<file path="src/rtl/parity_arb_pkg.sv">
// Shared types and constants for the parity check arbiter.
package parity_arb_pkg;

  typedef enum logic [1:0] {
    IDLE  = 2'd0,
    CHECK = 2'd1,
    RESP  = 2'd2
  } state_t;

  localparam int unsigned NREQ_DEF = 4;
  localparam int unsigned DW_DEF   = 4;

  // Width of a requester index; never below one bit.
  function automatic int unsigned id_width(input int unsigned n);
    return (n > 1) ? $clog2(n) : 1;
  endfunction

  localparam int unsigned IDW_DEF = id_width(NREQ_DEF);

endpackage

</file>
<file path="src/rtl/rr_grant_select.sv">
// Combinational round-robin grant: first valid requester at or after ptr, wrapping modulo N.
module rr_grant_select
  import parity_arb_pkg::*;
#(
  parameter  int unsigned N  = NREQ_DEF,
  localparam int unsigned IW = id_width(N)
) (
  input  logic [N-1:0]  req_valid,
  input  logic [IW-1:0] ptr,
  output logic [N-1:0]  gnt,
  output logic [IW-1:0] gnt_idx,
  output logic          gnt_any
);

  logic [IW-1:0] pos;

  // Walk the requesters starting at ptr and keep the first valid one.
  always_comb begin
    gnt     = '0;
    gnt_idx = '0;
    gnt_any = 1'b0;
    pos     = '0;
    for (int unsigned k = 0; k < N; k++) begin
      pos = IW'((32'(ptr) + k) % N);
      if (!gnt_any && req_valid[pos]) begin
        gnt[pos] = 1'b1;
        gnt_idx  = pos;
        gnt_any  = 1'b1;
      end
    end
  end

endmodule

</file>
<file path="src/rtl/parity_check_arbiter.sv">
// Round-robin sharing of one parity checker between NREQ requesters.
// Optional saturating error counter enabled by PARITY_ARB_ERR_COUNT_EN.
module parity_check_arbiter
  import parity_arb_pkg::*;
#(
  parameter  int unsigned NREQ = NREQ_DEF,
  parameter  int unsigned DW   = DW_DEF,
  parameter  int unsigned ECW  = 8,
  localparam int unsigned IDW  = id_width(NREQ)
) (
  input  logic               clk,
  input  logic               rst,
  input  logic [NREQ-1:0]    req_valid,
  input  logic [NREQ*DW-1:0] req_data,
  output logic [NREQ-1:0]    req_ready,
  output logic               rsp_valid,
  input  logic               rsp_ready,
  output logic [IDW-1:0]     rsp_id,
  output logic [DW-1:0]      rsp_data,
  output logic               rsp_check,
  output logic               busy,
  output logic [ECW-1:0]     err_count
);

  state_t          state_q, state_d;
  logic            accept_c, rsp_hs_c;
  logic [NREQ-1:0] gnt;
  logic [IDW-1:0]  gnt_idx, ptr_q;
  logic            gnt_any;
  logic [DW-1:0]   sel_data;

  rr_grant_select #(.N(NREQ)) u_sel (
    .req_valid (req_valid),
    .ptr       (ptr_q),
    .gnt       (gnt),
    .gnt_idx   (gnt_idx),
    .gnt_any   (gnt_any)
  );

  // Ready goes only to the winner while idle, and never during reset.
  assign req_ready = (state_q == IDLE && !rst) ? gnt : '0;

  // Pick the granted requester's word.
  always_comb begin
    sel_data = '0;
    for (int unsigned i = 0; i < NREQ; i++) begin
      if (gnt[i]) sel_data = req_data[i*DW +: DW];
    end
  end

  // Next-state and handshake decode.
  always_comb begin
    state_d  = state_q;
    accept_c = 1'b0;
    rsp_hs_c = 1'b0;
    case (state_q)
      IDLE: begin
        if (gnt_any) begin
          accept_c = 1'b1;
          state_d  = CHECK;
        end
      end
      CHECK: state_d = RESP;
      RESP: begin
        if (rsp_ready) begin
          rsp_hs_c = 1'b1;
          state_d  = IDLE;
        end
      end
      default: state_d = IDLE;
    endcase
  end

  // State register.
  always_ff @(posedge clk or posedge rst) begin
    if (rst) state_q <= IDLE;
    else     state_q <= state_d;
  end

  // Capture the accepted word, advance the pointer and register response outputs.
  always_ff @(posedge clk or posedge rst) begin
    if (rst) begin
      ptr_q     <= '0;
      rsp_id    <= '0;
      rsp_data  <= '0;
      rsp_check <= 1'b0;
      rsp_valid <= 1'b0;
      busy      <= 1'b0;
    end else begin
      rsp_valid <= (state_d == RESP);
      busy      <= (state_d != IDLE);
      if (accept_c) begin
        rsp_id   <= gnt_idx;
        rsp_data <= sel_data;
        ptr_q    <= (gnt_idx == IDW'(NREQ - 1)) ? '0 : gnt_idx + IDW'(1);
      end
      if (state_q == CHECK) rsp_check <= ^rsp_data;
    end
  end

`ifdef PARITY_ARB_ERR_COUNT_EN
  logic [ECW-1:0] err_q;

  // Count odd-parity responses at handshake, saturating at all-ones.
  always_ff @(posedge clk or posedge rst) begin
    if (rst)                                                    err_q <= '0;
    else if (rsp_hs_c && rsp_check && err_q != {ECW{1'b1}})     err_q <= err_q + ECW'(1);
  end

  assign err_count = err_q;
`else
  assign err_count = '0;
`endif

endmodule

</file>
<file path="config.mk">
export PLATFORM = sky130hd
export DESIGN_NAME = parity_check_arbiter
export DESIGN_NICKNAME = d
export VERILOG_FILES = /design/src/rtl/parity_arb_pkg.sv /design/src/rtl/rr_grant_select.sv /design/src/rtl/parity_check_arbiter.sv
export SDC_FILE = /design/constraint.sdc
export NUM_CORES = 1
export LEC_CHECK = 0
export BUFFER_PORTS_ARGS = -buffer_cell sky130_fd_sc_hd__buf_2
export CORE_MARGIN = 4
export CORE_UTILIZATION = 35
export DETAILED_ROUTE_END_ITERATION = 8
export PLACE_DENSITY = 0.64
export RECOVER_POWER = 25
export SYNTH_ARGS = -nofsm -noshare
export SYNTH_HDL_FRONTEND = slang
export SYNTH_SLANG_ARGS = --single-unit
</file>
<file path="constraint.sdc">
create_clock -name clk -period 6.5 [get_ports clk]
set_input_delay 1.3 -clock clk [delete_from_list [all_inputs] [get_ports clk]]
set_output_delay 1.3 -clock clk [all_outputs]
set_load 0.02 [all_outputs]
</file>
# [After elaboration in Yosys (flattened, before gate mapping)]
# Cells that the tools add are included.
[word_totals] ff_bits=13 inputBits=23 elab_cells=80
[classes] addsub=4 magnitude_cmp=8 eq_ne=4 n_mux=39 bitwise_logic=3 reduce_logical=15
[ops] operator="4-bit two-way mux" count=9
[ops] operator="1-bit two-way mux" count=14
[ops] operator="2-bit two-way mux" count=7
[ops] operator="2-bit by 3-bit < comparator with 1-bit output (second input constant)" count=4
[ops] operator="4-bit bitwise OR" count=3
[ops] operator="1-bit binary-select mux with 2-bit select" count=4
[ops] operator="1-bit demux with 2-bit select" count=4
[ops] operator="2-bit by 1-bit greater-or-equal comparator with 1-bit output (second input constant)" count=4
[ops] operator="1-bit logical AND" count=8
[ops] operator="2-bit == test (second input constant)" count=3
[ops] operator="2-bit case mux with 3 select lines" count=1
[ops] operator="2-bit by 1-bit adder with 2-bit output (second input constant)" count=2
[ops] operator="2-bit adder (second input constant)" count=2
[ops] operator="1-bit zero test" count=4
[ops] operator="4-bit XOR reduction" count=1
[ops] operator="2-bit by 1-bit == test with 1-bit output (second input constant)" count=1
[ops] operator="2-bit zero test" count=1
[ops] operator="2-bit nonzero test" count=1

# [Longest topological paths before layout]
# Gate-level depths: netlist of run 1.
[logic_depth] ltp_word=16 mapped_depth=11 mapped_depth_nobuf=8

# [Hierarchy]
# From an unflattened synthesis of run 1, not the netlist that was laid out.
[hier_totals] hier_cells=121 hier_area_um2=1168.6
[by_module_without_submodules] mod="parity_check_arbiter" n_inst=1 cells_each=76 area_per_inst_um2=749.5
[by_module_without_submodules] mod="rr_grant_select" n_inst=1 cells_each=45 area_per_inst_um2=419.2

# [Worst setup path after synthesis of run 1]
# No wires, ideal clock.
[synth_path] path_kind="input -> output" start="input req_valid[0]" end="output req_ready[2]" t_arrival_ns=3.046 slack_ns=2.154 stages=6 path_cell_list="buf_2 > or3b_1 > a2111oi_4 > o21a_1 > or2_1 > nor2b_1"
[synth_via] elab_chain_cells=13 word_cells_on_any_way=25 cone_classes="mux (16); bitwise (3); reduce/logical (6)"
[synth_rtl] element="from (decl)" line_no="parity_check_arbiter.sv:13" text="input logic [NREQ-1:0] req_valid,"
[synth_rtl] element="1-bit binary-select mux with 2-bit select" line_no="rr_grant_select.sv:25" text="if (!gnt_any && req_valid[pos]) begin"
[synth_rtl] element="1-bit two-way mux (implied by the code)" line_no="rr_grant_select.sv:25"
[synth_rtl] element="1-bit two-way mux" line_no="rr_grant_select.sv:25"
[synth_rtl] element="1-bit zero test" line_no="rr_grant_select.sv:25"
[synth_rtl] element="1-bit logical AND" line_no="rr_grant_select.sv:25"
[synth_rtl] element="1-bit two-way mux" line_no="rr_grant_select.sv:25"
[synth_rtl] element="1-bit zero test" line_no="rr_grant_select.sv:25"
[synth_rtl] element="1-bit logical AND" line_no="rr_grant_select.sv:25"
[synth_rtl] element="1-bit two-way mux" line_no="rr_grant_select.sv:25"
[synth_rtl] element="1-bit zero test" line_no="rr_grant_select.sv:25"
[synth_rtl] element="1-bit logical AND" line_no="rr_grant_select.sv:25"
[synth_rtl] element="4-bit two-way mux *" line_no="rr_grant_select.sv:25"
[synth_rtl] element="4-bit two-way mux *" line_no="parity_check_arbiter.sv:41" text="assign req_ready = (state_q == IDLE && !rst) ? gnt : '0;"
[synth_rtl] element="to (decl)" line_no="parity_check_arbiter.sv:15" text="output logic [NREQ-1:0] req_ready,"
# Every way passes the cells marked *; elsewhere a longest branch is shown, timed or not. The select of a mux whose other input is x is not followed.

==> metrics.txt, run 1 <==
H-tree Lvls 1; Die Span Y 69.8 µm; Synth Instances 154; cts repair resizes 0; number of synthesized register bits 13; setup TNS 0 ns; final core occ 41.4%; area leader, netlist dfrtp_1; row cnt 22; Final Non-Filler Cells 232; initial antenna violation count 0; period utilization 70.9%; initial core utilization 36.2%; setup slack after layout 1.89 ns; clk sinks 13; Worst path slowest cell dfrtp_1; P per Cell Area 519 nW/µm²; largest net degree at the start of global routing 17; dpl hpwl 2.34 mm; vias in the first global route 1140; unique cell type count in the Yosys netlist 40; post-synth top area share 24.3%; 1st-pass router iterations 4; CP required 5.20 ns; setup violators final 0; sequential fraction of the synthesis area 24.3%; total power 793 µW; Bufs and invs on worst path 2; internal reg-to-reg setup slack 3.32 ns; Die Wd 69.8 µm; Die ar. 4870 µm²; Placed Cells 228; crit path time final 4.61 ns; commonest non-fill, non-tap cell in the layout buf_2; Port Buffers 35; fill count 393; final wirelength 2.90 mm; core region area 3690 µm²; CTS tree done; Synth Area per Inst 8.68 µm²; CP Launch Type flip-flop; RSZ-0062 raised after global routing no; drt initial violations 55; dpl ws 2.08 ns; Max Slew Vio Count 0; Clock Latency Late Sink 0.23 ns; DR WL/cell 12.5 µm; Area contributors post-synth dfrtp_1 (24%), a21oi_1 (7.1%), ha_1 (6.6%); Total Routing Usage GR 12.1%; share of cells above drive strength 1 27.7%; Root Driver clkbuf_8; CP top delay family simple AND/OR/NAND/NOR gates; Vias/cell 5.07; worst path arrival time 3.31 ns; Max Cap Viol 0; Worst Hold Class flip-flop to flip-flop; TritonCTS Buffers 3; Lkg Pwr 0.701 nW; Synth Flop Type dfrtp_1; Layout Skew 0.00163 ns; outcome completed; CP peak stage delay 0.65 ns; Relative slew margins 66.4%; drt drc 0; Area after DPL 1480 µm²; Detail Route Antenna Nets 0; Worst Setup End Kind primary output; worst vdd ir 0.176 mV; area added between synthesis and finish 14.3%; worst-margin pin slew 0.503 ns; Longest Clk Path Bufs 2; Final #Nets 215; via count 1177; Synth Warn # 0; Post-Syn Area 1340 µm²; critical-path cell list inv_1 -> ha_1 -> or3b_1 -> a2111oi_4 -> o21a_1 -> or2_1 -> nor2b_1 -> buf_2; global-route wire length before repair 4.99 mm; clk slew on worst S/H paths 0.05 ns; hold_buf cts 0; Post-synth EDFFs 0; Final Cell Area 1530 µm²; IO Pins 44; CP max FO 15; final hold viol count 0; GPL Wtd Cong 0.795; Worst Hold Margin 0.483 ns; Setup Buffers After CTS 0; WS Path Type flip-flop to primary output; commonest cells after routing, fill and taps aside buf_2 (35), a21oi_1 (19), dfrtp_1 (13), o21ai_0 (10), nand2_1 (9); Max Freq 217 MHz; ANT cells 0; gr ovfl total 0; ys async rst share 100%
[cell families (layout without fill, tap and decap cells)]
| family | Yosys count | in the layout | share of synthesized area (%) |
|---|---|---|---|
| xor+xnor | 4 | 4 | 2.62 |
| other cells | 1 | 8 | 0.281 |
| mux | 11 | 11 | 11.2 |
| buf+inv | 23 | 46 | 10.9 |
| flops | 13 | 13 | 24.3 |
| fa+ha+maj | 7 | 7 | 6.55 |
| compound gates | 58 | 58 | 28.8 |
| simple gates | 37 | 37 | 15.3 |
[power by group]
group          switching, mW  leakage (nW)  internal (mW)
clock network         0.0262        0.0228         0.0431
registers             0.0447         0.158          0.123
logic                  0.320         0.520          0.236
[worst paths after layout]
path | start | to | cells past startpoint
min in group asynchronous | rst | rsp_id[0]$_DFFE_PP0P_ | 2
max | flip-flop | req_ready[2] | 8
min | rsp_check$_DFFE_PP0N_ | rsp_check$_DFFE_PP0N_ | 2
max in group asynchronous | rst | rsp_data[3]$_DFFE_PP0P_ | 2
max reg2reg | flip-flop | rsp_data[2]$_DFFE_PP0P_ | 8
min reg2reg | rsp_check$_DFFE_PP0N_ | rsp_check$_DFFE_PP0N_ | 2
[flip-flops by register name (all words and copies together) (netlist names), named ones only]
signal	count
rsp_valid	1
rsp_check	1
ptr_q	1
rsp_data	4
busy	1
rsp_id	2
state_q	2
[layout make-up]
type | count | area [µm²] | share of cell area, %
Timing Repair Buffer | 36 | 183 | 12.0
Clock buffer | 4 | 45.0 | 2.95
Multi-Input combinational cell | 125 | 892 | 58.4
Tap cell | 48 | 60.1 | 3.93
Sequential cell | 13 | 325 | 21.3
Inverter | 6 | 22.5 | 1.47
[worst reg2reg max path: cells and delay by family (launching register included)]
kind,cells,cell delay [ns]
AOI/OAI and AO/OA,5,1.26
DFF,1,0.65
adders and majority gates,1,0.46
and+or+nand+nor,1,0.43
buffers and inverters,1,0.28
[Yosys cell counts (all sizes together), types with 2 or more instances]
cell type / n
a211oi: 4
a21o: 2
a21oi: 19
a22o: 2
a31o: 2
a31oi: 5
buf: 16
dfrtp: 13
ha: 7
inv: 6
mux2: 2
mux2i: 6
mux4: 3
nand2: 9
nand2b: 3
nand3b: 4
nor2: 8
nor2b: 2
nor3: 2
nor3b: 3
o21a: 3
o21ai: 13
o21bai: 4
or2: 3
xnor2: 3
[routing by layer]
layer / vias up / wire [µm] / global-route usage [%]
met5: - / 0 / 0
met4: 0 / 29 / 3.19
met3: 4 / 173 / 2.75
met2: 34 / 1350 / 19.9
met1: 538 / 1340 / 15.8
li1: 601 / - / -
Note: power is estimated with default switching activity, not from simulation.
==> inputs of run 2 (changes only) <==
ABC_AREA = 1   (was not set)
clock period = 4.35 ns   (was 6.5 ns; I/O delays follow)
==> run 2 against run 1 <==
  * Register-to-register slack worse by 1.3 ns
  * Largest power group unchanged
  * Total power up 95%
  * Core utilization up 1.3 points
  * Synthesized cell count up 12%
  * Worst setup slack worse by 0.93 ns
  * Sequential share of layout area down 0.66 points
  * Global-route usage up 0.35 points
  * Clock power up 53%
  * Wire length down 0.79%
==> metrics.txt, run 2 <==
outcome completed (unchanged); R2R depth 12 (was 8); hold_buf cts 0 (unchanged); WS Path Type flip-flop to primary output (unchanged); Max Slew Vio Count 0 (unchanged); CP max FO 14 (was 15); Clock Latency Late Sink 0.24 ns (was 0.23 ns); H-tree Lvls 1 (unchanged); Die Span Y 69.9 µm (was 69.8 µm); area added between synthesis and finish 17.5% (was 14.3%); commonest non-fill, non-tap cell in the layout nand2_1 (was buf_2); Max Freq 295 MHz; row cnt 22 (unchanged); Worst path slowest cell dfrtp_1 (unchanged); Post-synth EDFFs 0 (unchanged); critical-path cell list inv_6 -> ha_1 -> inv_1 -> nand3_2 -> nand2_4 -> nand3_2 -> nor2_2 -> nand2_1 -> nand3_2 -> nand2_1 -> inv_1 -> buf_2 (was inv_1 -> ha_1 -> or3b_1 -> a2111oi_4 -> o21a_1 -> or2_1 -> nor2b_1 -> buf_2); count leader, synth nand2_1 (was a21oi_1); CTS tree done (unchanged); largest net degree at the start of global routing 15 (was 17); initial antenna violation count 0 (unchanged); post-synth top area share 24.3% (about the same); sequential fraction of the synthesis area 24.3% (about the same); worst path arrival time 2.52 ns (was 3.31 ns); Final #Nets 241 (was 215); global-route wire length before repair 5.12 mm (was 4.99 mm); Worst Hold Class flip-flop to flip-flop (unchanged); Bufs and invs on worst path 4 (was 2); Layout Skew 0.000562 ns (was 0.00163 ns); number of synthesized register bits 13 (unchanged); ANT cells 0 (unchanged); met1 usage 17.3% (was 15.8%); max reg flops 4 (unchanged); setup violators final 0 (unchanged); Max Cap Viol 0 (unchanged); GR Util met3 1.58% (was 2.75%); Final Non-Filler Cells 258 (was 232); drt drc 0 (unchanged); commonest cells after routing, fill and taps aside nand2_1 (39), buf_2 (35), inv_1 (17), nor2_1 (15) (was buf_2 (35), a21oi_1 (19), dfrtp_1 (13), o21ai_0 (10), nand2_1 (9)); clk slew on worst S/H paths 0.05 ns (about the same); Total Routing Usage GR 12.4% (was 12.1%); crit path time final 3.39 ns; biggest registers after layout rsp_data: 4 flops, rsp_id: 2 flops, state_q: 2 flops (unchanged); drt initial violations 44 (was 55); Synth Instances 173 (was 154); unique cell type count in the Yosys netlist 33 (was 40); dpl hpwl 2.36 mm (was 2.34 mm); Synth Warn # 0 (unchanged); TritonCTS Buffers 3 (unchanged); internal reg-to-reg setup slack 1.97 ns (was 3.32 ns); synth cell count leaders nand2_1 (39), inv_1 (17), nor2_1 (15) (was a21oi_1 (19), dfrtp_1 (13), o21ai_0 (10)); CP Launch Type flip-flop (unchanged); initial core utilization 36.4% (was 36.2%); Worst Setup End Kind primary output (unchanged); Relative slew margins 61.5% (was 66.4%); area leader, netlist dfrtp_1 (unchanged); Die Wd 69.9 µm (was 69.8 µm); Root Driver clkbuf_8 (unchanged); Synth Area per Inst 7.75 µm² (was 8.68 µm²); Vias/cell 4.62 (was 5.07); Worst Setup EP req_ready[3] (was req_ready[2]); Setup Buffers After CTS 0 (unchanged); Area contributors post-synth dfrtp_1 (24%), nand2_1 (11%), ha_1 (6.5%) (was dfrtp_1 (24%), a21oi_1 (7.1%), ha_1 (6.6%)); via count 1193 (was 1177); GPL Wtd Cong 0.817 (was 0.795); setup TNS 0 ns (unchanged); CP peak stage delay 0.70 ns (was 0.65 ns); Longest Clk Path Bufs 2 (unchanged); IO Pins 44 (unchanged); worst vdd ir 0.334 mV (was 0.176 mV); met2 Resource Use GR 19.9% (unchanged); ys async rst share 100% (unchanged); CP required 3.48 ns (was 5.20 ns); depth of the worst hold-timing path 2 (unchanged); RSZ-0062 raised after global routing no (unchanged); Synth Flop Type dfrtp_1 (unchanged); Final Cell Area 1580 µm² (was 1530 µm²); clk sinks 13 (unchanged); Placed Cells 254 (was 228); Biggest register rsp_data (unchanged); DR WL/cell 11.1 µm (was 12.5 µm); gr ovfl total 0 (unchanged); P per Cell Area 983 nW/µm² (was 519 nW/µm²); Area after DPL 1530 µm² (was 1480 µm²); vias in the first global route 1144 (was 1140); Die ar. 4890 µm² (was 4870 µm²); final wirelength 2.87 mm (was 2.90 mm); worst-margin pin slew 0.578 ns (was 0.503 ns); core region area 3690 µm² (unchanged); grt peak-use layer met2 (unchanged); final core occ 42.7% (was 41.4%); Lkg Pwr 0.863 nW (was 0.701 nW); cts repair resizes 0 (unchanged); Post-Syn Area 1340 µm² (about the same); share of cells above drive strength 1 35.2% (was 27.7%); Worst path depth 12 (was 8); Detail Route Antenna Nets 0 (unchanged); period utilization 77.9%; r2r endpoint rsp_data[2]$_DFFE_PP0P_ (unchanged); 1st-pass router iterations 4 (unchanged); cell repeated most along the worst path nand3_2; CP top delay family simple AND/OR/NAND/NOR gates (unchanged); final hold viol count 0 (unchanged); Port Buffers 35 (unchanged)
run 2: cell types whose count changed after synthesis, sizes merged, moves of 6 or more:
cell,previous run,this run
buf,16,9
inv,6,21
mux2i,6,0
nand2,9,50
nand3,0,17
nor2,8,18
o21ai,13,2
run 2: cell families (layout without fill, tap and decap cells):
| logic type | Yosys count | in the layout | synth area share, % |
|---|---|---|---|
| and+or+nand+nor | 91 | 91 | 40.8 |
| buffers and inverters | 30 | 60 | 11.6 |
| AOI/OAI and AO/OA | 28 | 28 | 14.6 |
| DFF | 13 | 13 | 24.3 |
| adders and majority gates | 7 | 7 | 6.53 |
| xor gates and xnor gates | 3 | 3 | 1.96 |
| other | 1 | 8 | 0.280 |
run 2: worst min-delay path by stage:
stage                                     start               endpoint
after floorplan            state_q[1]$_DFF_PP0_    rsp_valid$_DFF_PP0_
after global placement    rsp_id[0]$_DFFE_PP0P_  rsp_id[0]$_DFFE_PP0P_
after detailed placement  rsp_id[0]$_DFFE_PP0P_  rsp_id[0]$_DFFE_PP0P_
after CTS                 rsp_id[0]$_DFFE_PP0P_  rsp_id[0]$_DFFE_PP0P_
after global routing      rsp_id[1]$_DFFE_PP0P_  rsp_id[1]$_DFFE_PP0P_
final                     rsp_id[0]$_DFFE_PP0P_  rsp_id[0]$_DFFE_PP0P_
run 2: report_power, final:
group          internal (mW)  switching [mW]  total, mW
sequential             0.189          0.0664      0.256
combinational          0.410           0.778       1.19
clock                 0.0646          0.0411      0.106
total                  0.664           0.886       1.55
run 2: worst min-delay path, stage by stage, from the launching register on:
cell and delay (ns):
dfrtp_1 0.33, nor2_1 0.05, nor2_1 0.08
run 2: metal layers:
metal	routed length [µm]	share of wire [%]
met3	110	3.8
met4	42	1.5
met2	1330	46
met1	1390	48
met5	0	0
run 2: final cells by class:
cell class,instances,area (µm²)
flip-flops and latches,13,325
inverters,21,83.8
multi-input cells,137,887
repair buffers,35,175
clock buffers,4,45.0
fillers,400,2110
well taps,48,60.1
run 2: metrics by stage:
stage / hold WS (ns) / total power [mW] / worst slack, ns
finish: 0.502 / 1.55 / 0.961
global route: 0.553 / 1.72 / 0.752
CTS: 0.510 / 1.56 / 0.976
detailed placement: 0.498 / 1.45 / 1.25
global placement: 0.493 / 1.44 / 1.32
floorplan: 0.542 / 1.23 / 1.62
==> inputs of run 3 (changes only) <==
ABC_AREA = 0   (was 1)
PLACE_DENSITY = 0.66   (was 0.64)
clock period = 2.9 ns   (was 4.35 ns; I/O delays follow)
==> run 3 against run 2 <==
  * The flow now finishes with violations (negative setup slack)
  * Clock-buffer cell count stayed put
  * Worst setup slack got worse by 0.96 ns
  * Die area shrank 0.33%
  * Core utilization grew 3.6 points
  * Non-clock buffer count increased by 16
  * Via count increased by 4.9%
  * Critical path depth decreased by 4
  * Critical endpoint is now req_ready[2]
  * Largest cell class unchanged
==> metrics.txt, run 3 (synthesized netlist as in run 1, its figures left out) <==
outcome complete, but fails checks (was completed); failing checks negative setup slack; max reg flops 4 (unchanged); period utilization 100%; CP Launch Type flip-flop (unchanged); drt drc 0 (unchanged); Final #Nets 230 (was 241); Detail Route Antenna Nets 0 (unchanged); CP required 2.32 ns (was 3.48 ns); RSZ-0062 raised after global routing yes (was no); GPL Wtd Cong 0.790 (was 0.817); WS Path Type flip-flop to primary output (unchanged); TritonCTS Buffers 3 (unchanged); internal reg-to-reg setup slack 0.39 ns (was 1.97 ns); Layout Skew 0.00384 ns (was 0.000562 ns); CP max FO 4 (was 14); final hold viol count 0 (unchanged); initial antenna violation count 0 (unchanged); commonest non-fill, non-tap cell in the layout buf_2 (was nand2_1); vias in the first global route 1117 (was 1144); clk slew on worst S/H paths 0.05 ns (about the same); Lkg Pwr 0.775 nW (was 0.863 nW); r2r endpoint rsp_data[0]$_DFFE_PP0P_ (was rsp_data[2]$_DFFE_PP0P_); Biggest register rsp_data (unchanged); ANT cells 0 (unchanged); Max Freq 345 MHz; global-route wire length before repair 5.04 mm (was 5.12 mm); setup TNS -0.00160 ns (was 0 ns); commonest cells after routing, fill and taps aside buf_2 (32), buf_4 (17), a21oi_1 (16), dfrtp_1 (12), o21ai_0 (10) (was nand2_1 (39), buf_2 (35), inv_1 (17), nor2_1 (15)); via count 1252 (was 1193); gr ovfl total 0 (unchanged); Clock Latency Late Sink 0.24 ns (about the same); Worst Setup EP req_ready[2] (was req_ready[3]); Max Cap Viol 0 (unchanged); Total Routing Usage GR 12.5% (was 12.4%); initial core utilization 36.2% (was 36.4%); Worst Setup End Kind primary output (unchanged); crit path time final 2.90 ns; core region area 3690 µm² (unchanged); final core occ 46.3% (was 42.7%); R2R depth 10 (was 12); Longest Clk Path Bufs 2 (unchanged); CTS tree done (unchanged); Root Driver clkbuf_8 (unchanged); final wirelength 3.12 mm (was 2.87 mm); Area after DPL 1580 µm² (was 1530 µm²); dpl hpwl 2.47 mm (was 2.36 mm); Port Buffers 35 (unchanged); share of cells above drive strength 1 38.7% (was 35.2%); drt initial violations 58 (was 44); 1st-pass router iterations 4 (unchanged); row cnt 22 (unchanged); H-tree Lvls 1 (unchanged); Die Wd 69.8 µm (was 69.9 µm); Die ar. 4870 µm² (was 4890 µm²); Vias/cell 5.07 (was 4.62); Die Span Y 69.8 µm (was 69.9 µm); Max Slew Vio Count 0 (unchanged); biggest registers after layout rsp_data: 4 flops, rsp_id: 2 flops, state_q: 2 flops (unchanged); worst vdd ir 0.371 mV (was 0.334 mV); Worst Hold Class input port to asynchronous set/reset pin (was flip-flop to flip-flop); Worst Hold Margin 0.320 ns (was 0.502 ns); setup violators final 1 (was 0); Final Cell Area 1710 µm² (was 1580 µm²); IO Pins 44 (unchanged); largest net degree at the start of global routing 17 (was 15); clk sinks 13 (unchanged); area added between synthesis and finish 27.8% (was 17.5%); worst path arrival time 2.32 ns (was 2.52 ns); P per Cell Area 1190 nW/µm² (was 983 nW/µm²); setup slack after layout -0.00160 ns (was 0.961 ns); DR WL/cell 12.6 µm (was 11.1 µm)
run 3: cell count changes in the layout (fill, tap and decap cells not counted), moves of 5 or more:
cell	delta
buf_4	+17
inv_1	-13
mux2i_1	+6
nand2_1	-30
nand2_4	-5
nand3_1	-8
nand3_2	-8
nor2_1	-7
o21ai_0	+10
run 3: report_power, final:
part	switching, mW	internal [mW]
Sequential	0.0513	0.277
Combinational	0.844	0.705
Clock	0.0585	0.0966
run 3: worst min path at each step:
stage | cells after the start | to | slack, ns | start
after global routing | 3 | state_q[1]$_DFF_PP0_ | 0.33 | rst
after detailed placement | 2 | rsp_check$_DFFE_PP0N_ | 0.48 | rsp_check$_DFFE_PP0N_
after floorplan | 1 | busy$_DFF_PP0_ | 0.46 | rst
after CTS | 3 | state_q[1]$_DFF_PP0_ | 0.32 | rst
final | 3 | state_q[1]$_DFF_PP0_ | 0.32 | rst
after global placement | 2 | rsp_check$_DFFE_PP0N_ | 0.47 | rsp_check$_DFFE_PP0N_
run 3: stage by stage:
step                      total power [mW]  cells  setup slack (ns)
after floorplan                       1.49    161            -0.125
after global placement                1.77    236             0.112
after CTS                             2.01    244           -0.0680
final                                 2.03    247          -0.00160
after global routing                  2.22    247            -0.130
after detailed placement              1.78    236            0.0943
run 3: layout make-up:
class	instances	area (µm²)
clock buffers	4	45.0
fillers	385	1980
inverters	6	26.3
multi-input cells	125	940
flip-flops and latches	13	327
well taps	48	60.1
repair buffers	51	310
run 3: what timing repair did:
item                                    in CTS  in global routing
endpoints found under the setup margin       2                  4
pin swaps                                    4                  2
setup buffers                                4                  3
hold buffers                                 0                  0
resized for setup                            5                  3
run 3: layer usage:
layer / GRT usage (%) / share of wire (%) / wire (µm) / up-vias
li1: - / - / - / 630
met5: 0 / 0 / 0 / -
met2: 20.6 / 46 / 1430 / 46
met1: 15.5 / 45 / 1390 / 569
met3: 3.91 / 8.2 / 257 / 7
met4: 4.04 / 1.4 / 44 / 0
run 3: critical path, cell delays in order (launching register included):
cell	delay, ns
dfrtp_2	0.38
clkinvlp_4	0.11
ha_4	0.26
or3b_4	0.38
a2111oi_4	0.40
o21a_1	0.18
or2_4	0.13
nor2b_4	0.13
buf_6	0.12
